[src/rtl/wb_pkg.sv]
// wb_pkg: shared constants and types for the write-back arbiter
package wb_pkg;
  localparam int DW = 16;
  localparam int NREG = 16;
  localparam int AW = $clog2(NREG);
  localparam int CNT_MAX = 3;
  typedef logic [AW-1:0] reg_idx_t;
endpackage

[src/rtl/rr_arbiter.sv]
// rr_arbiter: round-robin one-hot grant starting after the last winner
module rr_arbiter #(
  parameter int N = 3,
  localparam int IW = N > 1 ? $clog2(N) : 1
) (
  input  logic [N-1:0]  req,
  input  logic [IW-1:0] ptr,
  output logic [N-1:0]  gnt,
  output logic [IW-1:0] idx
);
  always_comb begin
    gnt = '0;
    idx = '0;
    for (int k = N; k >= 1; k--)
      if (req[(int'(ptr) + k) % N]) begin
        gnt = N'(1) << ((int'(ptr) + k) % N);
        idx = IW'((int'(ptr) + k) % N);
      end
  end
endmodule

[src/rtl/wb_arbiter.sv]
// wb_arbiter: round-robin write-back port sharing with pending-write scoreboard
module wb_arbiter
  import wb_pkg::*;
#(
  parameter int NREQ = 3,
  parameter int DW = wb_pkg::DW,
  parameter int NREG = wb_pkg::NREG,
  parameter int ZERO_R0 = 0,
  localparam int AW = $clog2(NREG)
) (
  input  logic                 clk,
  input  logic                 rst_n,
  input  logic [NREQ-1:0]      req_v,
  input  logic [NREQ*AW-1:0]   req_rd,
  input  logic [NREQ*DW-1:0]   req_data,
  output logic [NREQ-1:0]      req_ready,
  input  logic                 alloc_v,
  input  logic [AW-1:0]        alloc_rd,
  output logic                 alloc_ready,
  output logic [NREG-1:0]      busy,
  output logic                 wb_v,
  output logic [AW-1:0]        wb_rd,
  output logic [DW-1:0]        wb_data
);
  localparam int IW = NREQ > 1 ? $clog2(NREQ) : 1;
  logic [IW-1:0] ptr, idx;
  logic accept, fwd, inc, dec;
  logic [AW-1:0] rd;
  logic [DW-1:0] data;
  logic [1:0] cnt [NREG];
  logic [NREG-1:0] up, dn;
  rr_arbiter #(.N(NREQ)) u_rr (.req(req_v), .ptr(ptr), .gnt(req_ready), .idx(idx));
  assign accept = |req_ready;
  assign rd = req_rd[int'(idx)*AW +: AW];
  assign data = req_data[int'(idx)*DW +: DW];
  assign fwd = !(ZERO_R0 != 0 && rd == '0);
  assign alloc_ready = cnt[alloc_rd] != 2'(CNT_MAX);
  assign inc = alloc_v & alloc_ready & !(ZERO_R0 != 0 && alloc_rd == '0);
  assign dec = accept & fwd;
  assign up = inc ? NREG'(1) << alloc_rd : '0;
  assign dn = dec ? NREG'(1) << rd : '0;
  always_comb begin
    busy = '0;
    for (int r = 0; r < NREG; r++) busy[r] = cnt[r] != 2'd0;
  end
  always_ff @(posedge clk or negedge rst_n)
    if (!rst_n) begin
      ptr <= IW'(NREQ - 1);
      wb_v <= 1'b0;
      wb_rd <= '0;
      wb_data <= '0;
      for (int r = 0; r < NREG; r++) cnt[r] <= 2'd0;
    end else begin
      wb_v <= accept & fwd;
      if (accept) begin
        ptr <= idx;
        wb_rd <= rd;
        wb_data <= data;
      end
      // a write to an unreserved register leaves its count at zero
      for (int r = 0; r < NREG; r++)
        if (up[r] && !dn[r]) cnt[r] <= cnt[r] + 2'd1;
        else if (dn[r] && !up[r] && cnt[r] != 2'd0) cnt[r] <= cnt[r] - 2'd1;
    end
endmodule
[config.mk]
export PLATFORM = sky130hd
export DESIGN_NAME = wb_arbiter
export DESIGN_NICKNAME = d
export VERILOG_FILES = /design/src/rtl/wb_pkg.sv /design/src/rtl/rr_arbiter.sv /design/src/rtl/wb_arbiter.sv
export SDC_FILE = /design/constraint.sdc
export NUM_CORES = 1
export LEC_CHECK = 0
export ABC_CLOCK_PERIOD_IN_PS = 6800
export BUFFER_PORTS_ARGS = -buffer_cell sky130_fd_sc_hd__buf_2
export CORE_ASPECT_RATIO = 0.5
export CORE_MARGIN = 2
export CORE_UTILIZATION = 34
export CTS_BUF_LIST = sky130_fd_sc_hd__clkbuf_4
export CTS_CLUSTER_SIZE = 8
export DETAILED_ROUTE_END_ITERATION = 8
export PLACE_DENSITY_LB_ADDON = 0.3
export SETUP_SLACK_MARGIN = 0.5
export SLEW_MARGIN = 20
export SYNTH_ARGS = -nofsm -noshare
export SYNTH_HDL_FRONTEND = slang
export SYNTH_HIERARCHICAL = 1
export SYNTH_SLANG_ARGS = --single-unit
[constraint.sdc]
create_clock -name clk -period 6.8 [get_ports clk]
set_input_delay 0.34 -clock clk [delete_from_list [all_inputs] [get_ports clk]]
set_output_delay 0.34 -clock clk [all_outputs]
set_load 0.05 [all_outputs]
==> run_results.csv, run 1 <==
group,metric,value,unit
final_layout,syn_to_final_growth,20.3,%
logic_synthesis,syn_area,3780,um2
logic_synthesis,synth_nets,516,
sta,period_needed,4.29,ns
drt,wire_per_inst,13.9,um
global_routing,grt-ovfl-total,0,
pwr,power_leakage,2.03,nW
placement,place_inst,682,
die,core,10900,um2
sta,finalHoldViolCount,0,
die,pin_count,111,
global_routing,grt_pass1_vias,3328,
drt,drt_iter0_markers,213,
global_routing,grt_pass1_wl,15800,um
cts,h-tree-depth,2,
worst_setup_path,crit_required,7.13,ns
final_layout,seq_area,1380,um2
placement,portBuffers,110,
logic_synthesis,yosysTopAreaCellShare,35.7,%
logic_synthesis,netlist_instances,442,
global_routing,grt_start_max_net_pins,56,
cts,clock-sinks,55,
sta,rsz0062_at_grt,"false",
logic_synthesis,synth_warnings,6,
drt,wl,9590,um
logic_synthesis,synth.most_common_cell,"dfrtp_1",
worst_setup_path,crit_family,"simple AND/OR/NAND/NOR gates",
logic_synthesis,synth_mux_area_share,8.40,%
logic_synthesis,synth_commonest_cells,"dfrtp_1, nor2_1, nand2_1, a21oi_1, mux2i_1",
worst_setup_path,worstPathArrival,4.62,ns
sta,fmax,233,MHz
die,die_w,153,um
logic_synthesis,synth_edf_count,0,
cts,ctsResizeCount,0,
final_layout,multi_input_area,2300,um2
worst_setup_path,worstSetupStartpointType,"register",
placement,gp_congestion,0.820,
logic_synthesis,ys_ff_latch,55,
final_layout,drive_gt1_share,28.4,%
final_layout,fin_nets,618,
global_routing,grt_use_total,16.1,%
die,initial_core_util,34.7,%
logic_synthesis,synthAdderAreaFrac,1.32,%
sta,fin_setup_tns,0,ns
cts,cts_setup_buffers,0,
pwr,peakVddDrop,0.258,mV
logic_synthesis,ys_seq_area_share,36.4,%
worst_setup_path,critical-path-max-stage-delay,0.86,ns
worst_setup_path,crit_chain,"inv_1 -> ha_1 -> nand3b_2 -> o21ai_2 -> or4_1 -> o211ai_1 -> nor3_1 -> inv_2 -> o211ai_2 -> nor4_1 -> and3_1 -> a2bb2oi_1",
die,rows,27,
cts,ctsRootBufferMaster,"clkbuf_4",
worst_setup_path,path_buf_inv,2,
logic_synthesis,synth_top_cell_by_area,"dfrtp_1",
sta,max-slew-margin-rel,29.9,%
sta,worst_slew_pin_slew,1.04,ns
final_layout,insertedDiodeCount,0,
drt,viasPerCell,5.14,
worst_setup_path,slowest_stage,"nor4_1",
logic_synthesis,synth_top_family_by_area,"compound AO/OA/AOI/OAI gates",
run,cap_violations,0,
cts,cts_tree,"yes",
worst_setup_path,crit_fanout,43,
cts,hold_buffers,0,
pwr,power-per-cell-area,501,nW/um2
drt,route.detailed.drc,0,
drt,vias,3547,
global_routing,antenna_found_initial,0,
final_layout,post-route-cell-area,4550,um2
logic_synthesis,synth_area_leaders,"dfrtp_1, mux2i_1, a21oi_1",
cts,clock_latency,0.40,ns
worst_setup_path,end_kind,"register",
final_layout,fillers,1111,
logic_synthesis,ys_types,52,
sta,final-max-slew-violation-count,0,
final_layout,instances_no_fill,690,
sta,whs,0.0294,ns
logic_synthesis,synthArstFlopShare,100,%
sta,setup_violations,0,
sta,period_share,63.1,%
logic_synthesis,synth_compound_area_share,23.5,%
cts,clockBufferDepth,2,
die,die_h,78.6,um
cts,numCtsBuffers,5,
logic_synthesis,synth_area_per_cell,8.56,um2
logic_synthesis,synth-simple-area-share,23.5,%
cts,path_clk_slew,0.17,ns
worst_setup_path,path_class,"register to register",
hold_path,hp-class,"primary input to async pin",
logic_synthesis,synth-xor-area-share,3.47,%
placement,place_hpwl,7310,um
sta,finClkSkew,0.00368,ns
run_status,status,"complete, no violations",
placement,place_area,4470,um2
drt,firstDrtPassIters,4,
final_layout,final_util,41.7,%
die,die-area,12000,um2
logic_synthesis,synth-main-ff-cell,"dfrtp_1",
drt,drtAntennaViolNets,0,
metal layers:
metal | up-vias | global-route usage [%] | part of all wire [%]
met4 | 0 | 3.06 | 0.96
met1 | 1634 | 21.5 | 48
met3 | 11 | 3.26 | 4.4
met2 | 95 | 27.5 | 46
li1 | 1807 | - | -
met5 | - | 0 | 0
path summary, 6_finish.rpt:
| path | from | to | slack, ns | cells after the start |
|---|---|---|---|---|
| max in group asynchronous | rst_n | cnt[4] | 6.28 | 2 |
| min | rst_n | wb_data[1] | 0.03 | 2 |
| max | ptr[0] | cnt[30] | 2.51 | 12 |
| min reg2reg | ptr[1] | ptr[1] | 0.49 | 2 |
| min in group clk | req_data[27] | wb_data[11] | 0.22 | 3 |
| max reg2reg | ptr[0] | cnt[30] | 2.51 | 12 |
registers in the layout (all words and copies together), names as in the netlist:
signal,flops
wb_v,1
cnt,32
wb_data,16
ptr,2
wb_rd,4
cell families after synthesis:
family,after synthesis
compound gates,133
flops,55
xor+xnor,15
simple gates,176
mux,30
fa+ha+maj,4
buf+inv,29
metrics by stage:
stage          power (mW)  worst slack, ns
2_1_floorplan        1.78             3.01
3_3_place_gp         2.08             2.59
3_5_place_dp         2.11             2.41
4_1_cts              2.31             2.37
5_1_grt              2.48             2.16
6_report             2.28             2.51
layout make-up:
type,instances,area share (%)
repair buffers,113,12.6
clock inverters,3,1.04
multi-input cells,358,50.4
well taps,145,3.98
flip-flops and latches,55,30.2
clock buffers,5,0.824
inverters,11,0.907
power by group:
group | internal (mW) | leakage [nW] | switching [mW]
sequential | 0.481 | 0.584 | 0.134
clock | 0.0795 | 0.0458 | 0.115
combinational | 0.490 | 1.40 | 0.983
cells in the final DEF (no fill, tap or decap), types with 2 or more instances in the layout:
cell type	count
o22ai_1	2
inv_1	10
a2bb2oi_1	11
o21ai_0	17
ha_1	4
nor4_1	13
xor2_1	14
o21bai_1	22
o211ai_1	10
or4_1	3
and3b_1	2
a21oi_1	39
a21o_1	3
nor3_1	2
o21ai_1	2
o21a_1	6
o21a_2	2
nand2_1	44
nor2_1	52
mux2i_1	25
nand3_1	13
a22o_1	11
dfrtp_1	54
buf_4	3
mux2_2	4
nor2b_1	5
clkbuf_4	5
or2_2	16
nand3b_1	4
and3_1	13
buf_2	110
worst reg2reg max path, stage by stage (launching register included):
cell and delay, ns:
dfrtp_1 0.44, inv_1 0.08, ha_1 0.41, nand3b_2 0.16, o21ai_2 0.14, or4_1 0.58, o211ai_1 0.13, nor3_1 0.14
inv_2 0.51, o211ai_2 0.33, nor4_1 0.86, and3_1 0.27, a2bb2oi_1 0.18
No activity file was read; power rests on OpenSTA's default activity.
==> inputs of run 2 (changes only) <==
--- a/config.mk
+++ b/config.mk
@@ -5,7 +5,7 @@
 export SDC_FILE = /design/constraint.sdc
 export NUM_CORES = 1
 export LEC_CHECK = 0
-export ABC_CLOCK_PERIOD_IN_PS = 6800
+export ABC_CLOCK_PERIOD_IN_PS = 4300
 export BUFFER_PORTS_ARGS = -buffer_cell sky130_fd_sc_hd__buf_2
 export CORE_ASPECT_RATIO = 0.5
 export CORE_MARGIN = 2
==> constraint.sdc (replaced) <==
create_clock -name clk -period 4.3 [get_ports clk]
set_input_delay 0.215 -clock clk [delete_from_list [all_inputs] [get_ports clk]]
set_output_delay 0.215 -clock clk [all_outputs]
set_load 0.05 [all_outputs]
==> run 2 against run 1 <==
Against the previous run: wire length increased by 2.7%; critical path type unchanged; power increased by 63%; final area increased by 3.7%; sequential share of layout area decreased by 1.1 points; clock power increased by 24%.
==> run_results.csv, run 2 (synthesis results as in run 1) <==
group,metric,value,unit
final_layout,largest_reg_flops,32,
sta,setup_violations,0,
global_routing,grt_pass1_vias,3253,
pwr,seqPwrFrac,26.0,%
die,die_w,153,um
global_routing,grt-ovfl-total,0,
sta,max-slew-margin-rel,52.1,%
hold_path,worstHoldStart,"req_data[30]",
die,die-area,12000,um2
die,pin_count,111,
drt,route.detailed.drc,0,
global_routing,grt_use_total,16.3,%
worst_setup_path,reg2reg_slack,0.67,ns
pwr,combinationalPowerShare,67.6,%
sta,finClkSkew,0.0101,ns
global_routing,grt_start_max_net_pins,56,
cts,cts_tree,"yes",
worst_setup_path,r2r-start,"ptr[0]",
pwr,power-per-cell-area,789,nW/um2
drt,viasPerCell,5.02,
drt,drtAntennaViolNets,0,
placement,place_area,4560,um2
sta,fmax,276,MHz
sta,period_needed,3.63,ns
pwr,switchingPower,2.00,mW
pwr,clock_power_share,6.5,%
hold_path,holdPathEnd,"wb_data[14]",
run,cap_violations,0,
worst_setup_path,crit_fanout,8,
final_layout,largest_register,"cnt",
cts,ctsRootBufferMaster,"clkbuf_4",
drt,drt_iter0_markers,203,
cts,clock-sinks,55,
worst_setup_path,crit_required,4.62,ns
worst_setup_path,path_class,"register to register",
pwr,peakVddDrop,0.359,mV
cts,path_clk_slew,0.17,ns
sta,worst_slew_pin_slew,0.718,ns
final_layout,drive_gt1_share,31.9,%
final_layout,syn_to_final_growth,24.7,%
sta,rsz0062_at_grt,"false",
die,rows,27,
final_layout,final_common_cell,"buf_2",
pwr,p_int,1.72,mW
global_routing,grt_pass1_wl,16000,um
run_status,status,"complete, no violations",
final_layout,insertedDiodeCount,0,
drt,firstDrtPassIters,5,
hold_path,hp-class,"primary input to register",
worst_setup_path,worstSetupStartpointType,"register",
final_layout,instances_no_fill,710,
final_layout,layout_common_cells,"buf_2, dfrtp_1, nor2_1, nand2_1, a21oi_1",
pwr,power_leakage,2.11,nW
worst_setup_path,reg2reg_to,"cnt[0]",
cts,h-tree-depth,2,
pwr,switching_share,53.8,%
final_layout,final_util,43.3,%
die,core,10900,um2
drt,wl,9850,um
placement,place_hpwl,7350,um
worst_setup_path,r2r_cells,12,
cts,numCtsBuffers,5,
die,initial_core_util,34.7,%
placement,portBuffers,110,
sta,finalHoldViolCount,0,
placement,gp_congestion,0.827,
sta,period_share,84.4,%
hold_path,hold_depth,3,
sta,final-max-slew-violation-count,0,
final_layout,fin_nets,638,
cts,clock_latency,0.39,ns
worst_setup_path,worstPathArrival,3.94,ns
cts,clockBufferDepth,2,
drt,wire_per_inst,13.9,um
pwr,p_total,3.73,mW
global_routing,antenna_found_initial,1,
final_layout,post-route-cell-area,4720,um2
sta,fin_setup_tns,0,ns
placement,place_inst,695,
drt,vias,3564,
worst_setup_path,end_kind,"register",
final_layout,reg_top3,"cnt (32), wb_data (16), wb_rd (4)",
die,die_h,78.6,um
-- run 2: layout make-up --
| cell class | instances | area (um2) |
|---|---|---|
| Fill cell | 1102 | 6190 |
| Multi-Input combinational cell | 358 | 2340 |
| Sequential cell | 55 | 1380 |
| Timing Repair Buffer | 133 | 726 |
| Tap cell | 145 | 181 |
| Inverter | 11 | 41.3 |
| Clock buffer | 5 | 37.5 |
| Clock inverter | 3 | 20.0 |
-- run 2: critical path: stages, from the launching register on --
cell and delay [ns]:
dfrtp_1 0.42, inv_1 0.08, ha_1 0.40, nand3b_2 0.15, o21ai_2 0.12, or4_1 0.56, o211ai_1 0.26, buf_4 0.22
nand3b_4 0.08, o21a_2 0.18, or3_4 0.37, or4_1 0.50, a32oi_1 0.20
-- run 2: power groups by stage --
stage          Sequential [mW]  Combinational, mW  Clock, mW
6_report                 0.967               2.52      0.241
5_1_grt                   1.01               2.76      0.278
4_1_cts                  0.966               2.47      0.254
3_3_place_gp             0.973               2.39          0
2_1_floorplan             1.28               1.53          0
3_5_place_dp             0.973               2.43          0
-- run 2: per-layer routing --
metal,vias to the layer above,wire [um],GRT usage [%]
li1,1836,-,-
met1,1636,4750,22.3
met2,84,4560,27.1
met3,6,472,3.59
met4,2,53,2.59
met5,-,13,0
-- run 2: per-stage QoR --
stage          worst slack [ns]  hold slack [ns]
6_report                  0.673            0.101
5_1_grt                   0.500           0.0727
4_1_cts                   0.610           0.0787
3_5_place_dp              0.446            0.411
3_3_place_gp              0.529            0.405
2_1_floorplan             0.514          -0.0806
-- run 2: worst max-delay path by stage --
stage	from	endpoint	slack, ns	cells after the start
CTS	ptr[1]	cnt[2]	0.61	12
detailed placement	ptr[1]	cnt[8]	0.45	11
floorplan	ptr[1]	cnt[16]	0.51	13
global placement	ptr[1]	cnt[10]	0.53	11
finish	ptr[0]	cnt[0]	0.67	12
global route	ptr[1]	cnt[0]	0.50	11
-- run 2: what timing repair did --
| item | 4_1_cts | 5_1_grt |
|---|---|---|
| resized for setup | 2 | 7 |
| pin swaps | 1 | 3 |
| setup endpoints to repair | 8 | 18 |
| hold buffers | 1 | 0 |
| setup buffers | 3 | 3 |
| endpoints found under the hold margin | 54 | 0 |
==> inputs of run 3 (changes only) <==
--- a/config.mk
+++ b/config.mk
@@ -5,7 +5,8 @@
 export SDC_FILE = /design/constraint.sdc
 export NUM_CORES = 1
 export LEC_CHECK = 0
-export ABC_CLOCK_PERIOD_IN_PS = 4300
+export ABC_AREA = 1
+export ABC_CLOCK_PERIOD_IN_PS = 3500
 export BUFFER_PORTS_ARGS = -buffer_cell sky130_fd_sc_hd__buf_2
 export CORE_ASPECT_RATIO = 0.5
 export CORE_MARGIN = 2
==> constraint.sdc (replaced) <==
create_clock -name clk -period 3.5 [get_ports clk]
set_input_delay 0.175 -clock clk [delete_from_list [all_inputs] [get_ports clk]]
set_output_delay 0.175 -clock clk [all_outputs]
set_load 0.05 [all_outputs]
==> run 3 against run 2 <==
Against the previous run: register-to-register slack hardly changed; setup slack better by 0.0036 ns; highest routed layer unchanged; critical endpoint is now cnt[14]; via count is 22% higher; largest cell class unchanged.
==> run_results.csv, run 3 <==
group,metric,value,unit
logic_synthesis,syn_area,3860,um2
placement,dp_slack,0.166,ns
sta,fin_setup_tns,0,ns
logic_synthesis,synth_area_per_cell,6.24,um2
worst_setup_path,crit_required,3.84,ns
drt,wl,11200,um
final_layout,multi_input_area,2320,um2
global_routing,grt_pass1_vias,4024,
sta,worst_slew_pin_slew,0.959,ns
sta,finalHoldViolCount,0,
drt,wire_per_inst,12.8,um
logic_synthesis,netlist_instances,619,
sta,rsz0062_at_grt,"false",
cts,path_clk_slew,0.17,ns
final_layout,fillers,1167,
final_layout,layout_common_cells,"nand2_1, buf_2, nand3_1, nor2_1, dfrtp_1",
global_routing,grt_use_total,18.5,%
drt,viasPerCell,4.96,
sta,whs,0.0330,ns
die,initial_core_util,35.1,%
sta,final-max-slew-violation-count,0,
worst_setup_path,cpMostUsedCell,"nand2_1",
worst_setup_path,crit_fanout,6,
final_layout,seq_area,1380,um2
placement,place_hpwl,8340,um
logic_synthesis,synth_edf_count,0,
run_status,status,"complete, no violations",
worst_setup_path,slowest_stage,"dfstp_2",
sta,setup_slack,0.676,ns
global_routing,antenna_found_initial,1,
cts,numCtsBuffers,5,
sta,setup_violations,0,
drt,vias,4343,
die,core,11000,um2
logic_synthesis,synth_warnings,6,
logic_synthesis,ys_ff_latch,55,
final_layout,largest_reg_flops,32,
worst_setup_path,crit_chain,"buf_12 -> ha_4 -> inv_4 -> nand2_1 -> nand2_1 -> nand2_2 -> nand2_4 -> nand2_2 -> nor2_4 -> nor2_4 -> buf_12 -> nor2_1 -> nor2_1 -> o21ai_2 -> o21ai_4 -> nor2_2 -> buf_4 -> nand3_2 -> inv_2 -> nand3_1 -> nand2_1 -> nand2_1 -> nand2_1",
cts,ctsRootBufferMaster,"clkbuf_4",
logic_synthesis,yosysTopAreaCellShare,35.0,%
global_routing,grt_start_max_net_pins,43,
drt,route.detailed.drc,0,
logic_synthesis,synth.most_common_cell,"nand2_1",
global_routing,grt_pass1_wl,18600,um
logic_synthesis,ys_seq_area_share,35.7,%
sta,period_needed,2.82,ns
worst_setup_path,critical-path-max-stage-delay,0.58,ns
worst_setup_path,end_kind,"register",
die,die-area,12300,um2
placement,place_inst,859,
logic_synthesis,ys_types,22,
cts,h-tree-depth,2,
cts,clock-sinks,55,
run,cap_violations,0,
final_layout,instances_no_fill,876,
logic_synthesis,synth_area_leaders,"dfrtp_1, nand2_1, nand3_1",
worst_setup_path,crit_family,"simple AND/OR/NAND/NOR gates",
logic_synthesis,synth-main-ff-cell,"dfrtp_1",
worst_setup_path,path_buf_inv,5,
sta,fmax,354,MHz
logic_synthesis,synth_commonest_cells,"nand2_1, nand3_1, nor2_1, inv_1, dfrtp_1",
cts,clockBufferDepth,2,
logic_synthesis,synthArstFlopShare,100,%
die,die_h,79.4,um
placement,portBuffers,110,
hold_path,hp-class,"primary input to register",
worst_setup_path,path_class,"register to register",
die,rows,27,
final_layout,fin_nets,806,
drt,drtAntennaViolNets,0,
final_layout,largest_register,"cnt",
die,pin_count,111,
sta,finClkSkew,0.0280,ns
final_layout,reg_top3,"cnt (32), wb_data (16), wb_rd (4)",
cts,cts_tree,"yes",
die,die_w,155,um
sta,period_share,80.7,%
worst_setup_path,worstSetupStartpointType,"register",
worst_setup_path,worstPathArrival,3.17,ns
drt,drt_iter0_markers,194,
drt,firstDrtPassIters,5,
final_layout,insertedDiodeCount,0,
final_layout,final_common_cell,"nand2_1",
global_routing,grt-ovfl-total,0,
final_layout,drive_gt1_share,26.9,%
sta,max-slew-margin-rel,36.1,%
logic_synthesis,synth_top_cell_by_area,"dfrtp_1",
placement,gp_congestion,0.938,
cts,clock_latency,0.39,ns
logic_synthesis,synth_nets,693,
final_layout,syn_to_final_growth,26.9,%
run 3: final cells by class:
type,count,area share (%)
timing repair buffer,129,14.7
inverter,65,5.24
multi-input combinational,476,47.3
clock inverter,1,0.153
sequential,55,28.1
clock buffer,5,0.766
tap,145,3.70
run 3: tightest hold or removal path, stage by stage:
cell and delay, ns:
buf_2 0.10, nand2_1 0.05, a31oi_1 0.07
run 3: worst paths after layout:
kind,from,end,slack (ns),cells past startpoint
max,ptr[1],cnt[14],0.68,23
min,req_data[38],wb_data[6],0.03,3
max reg2reg,ptr[1],cnt[14],0.68,23
min reg2reg,wb_rd[1],wb_rd[1],0.51,2
max in group asynchronous,rst_n,wb_v,2.26,3
min in group asynchronous,rst_n,cnt[22],0.46,2
run 3: repair_timing:
item / in CTS / in global routing
setup buffers: 3 / 7
gates resized for setup: 22 / 48
pin swaps: 6 / 11
hold buffers: 1 / 0
endpoints found under the setup margin: 32 / 32
hold endpoints to repair: 40 / 0
run 3: stage by stage:
stage | util, % | instance area (um2)
2_1_floorplan | - | 3860
5_1_grt | 44.5 | 4900
3_3_place_gp | 41.3 | 4550
4_1_cts | 42.4 | 4670
6_report | 44.5 | 4900
3_5_place_dp | 41.3 | 4550
run 3: cells by family after synthesis:
logic type / count (synthesis) / synth area share [%]
simple gates: 406 / 44.5
buf+inv: 88 / 9.49
compound gates: 66 / 9.07
flops: 55 / 35.7
fa+ha+maj: 4 / 1.30
run 3: per-layer routing:
| layer | track usage, % | part of all wire, % | vias up |
|---|---|---|---|
| met4 | 4.26 | 1.5 | 2 |
| met1 | 23.0 | 44 | 1974 |
| met5 | 0 | 0.098 | - |
| met3 | 4.15 | 5.6 | 16 |
| met2 | 32.9 | 49 | 117 |
| li1 | - | - | 2234 |
Power of run 3 is not shown: default switching activity piles up to over one toggle a cycle in this logic, so the estimate is an artifact.
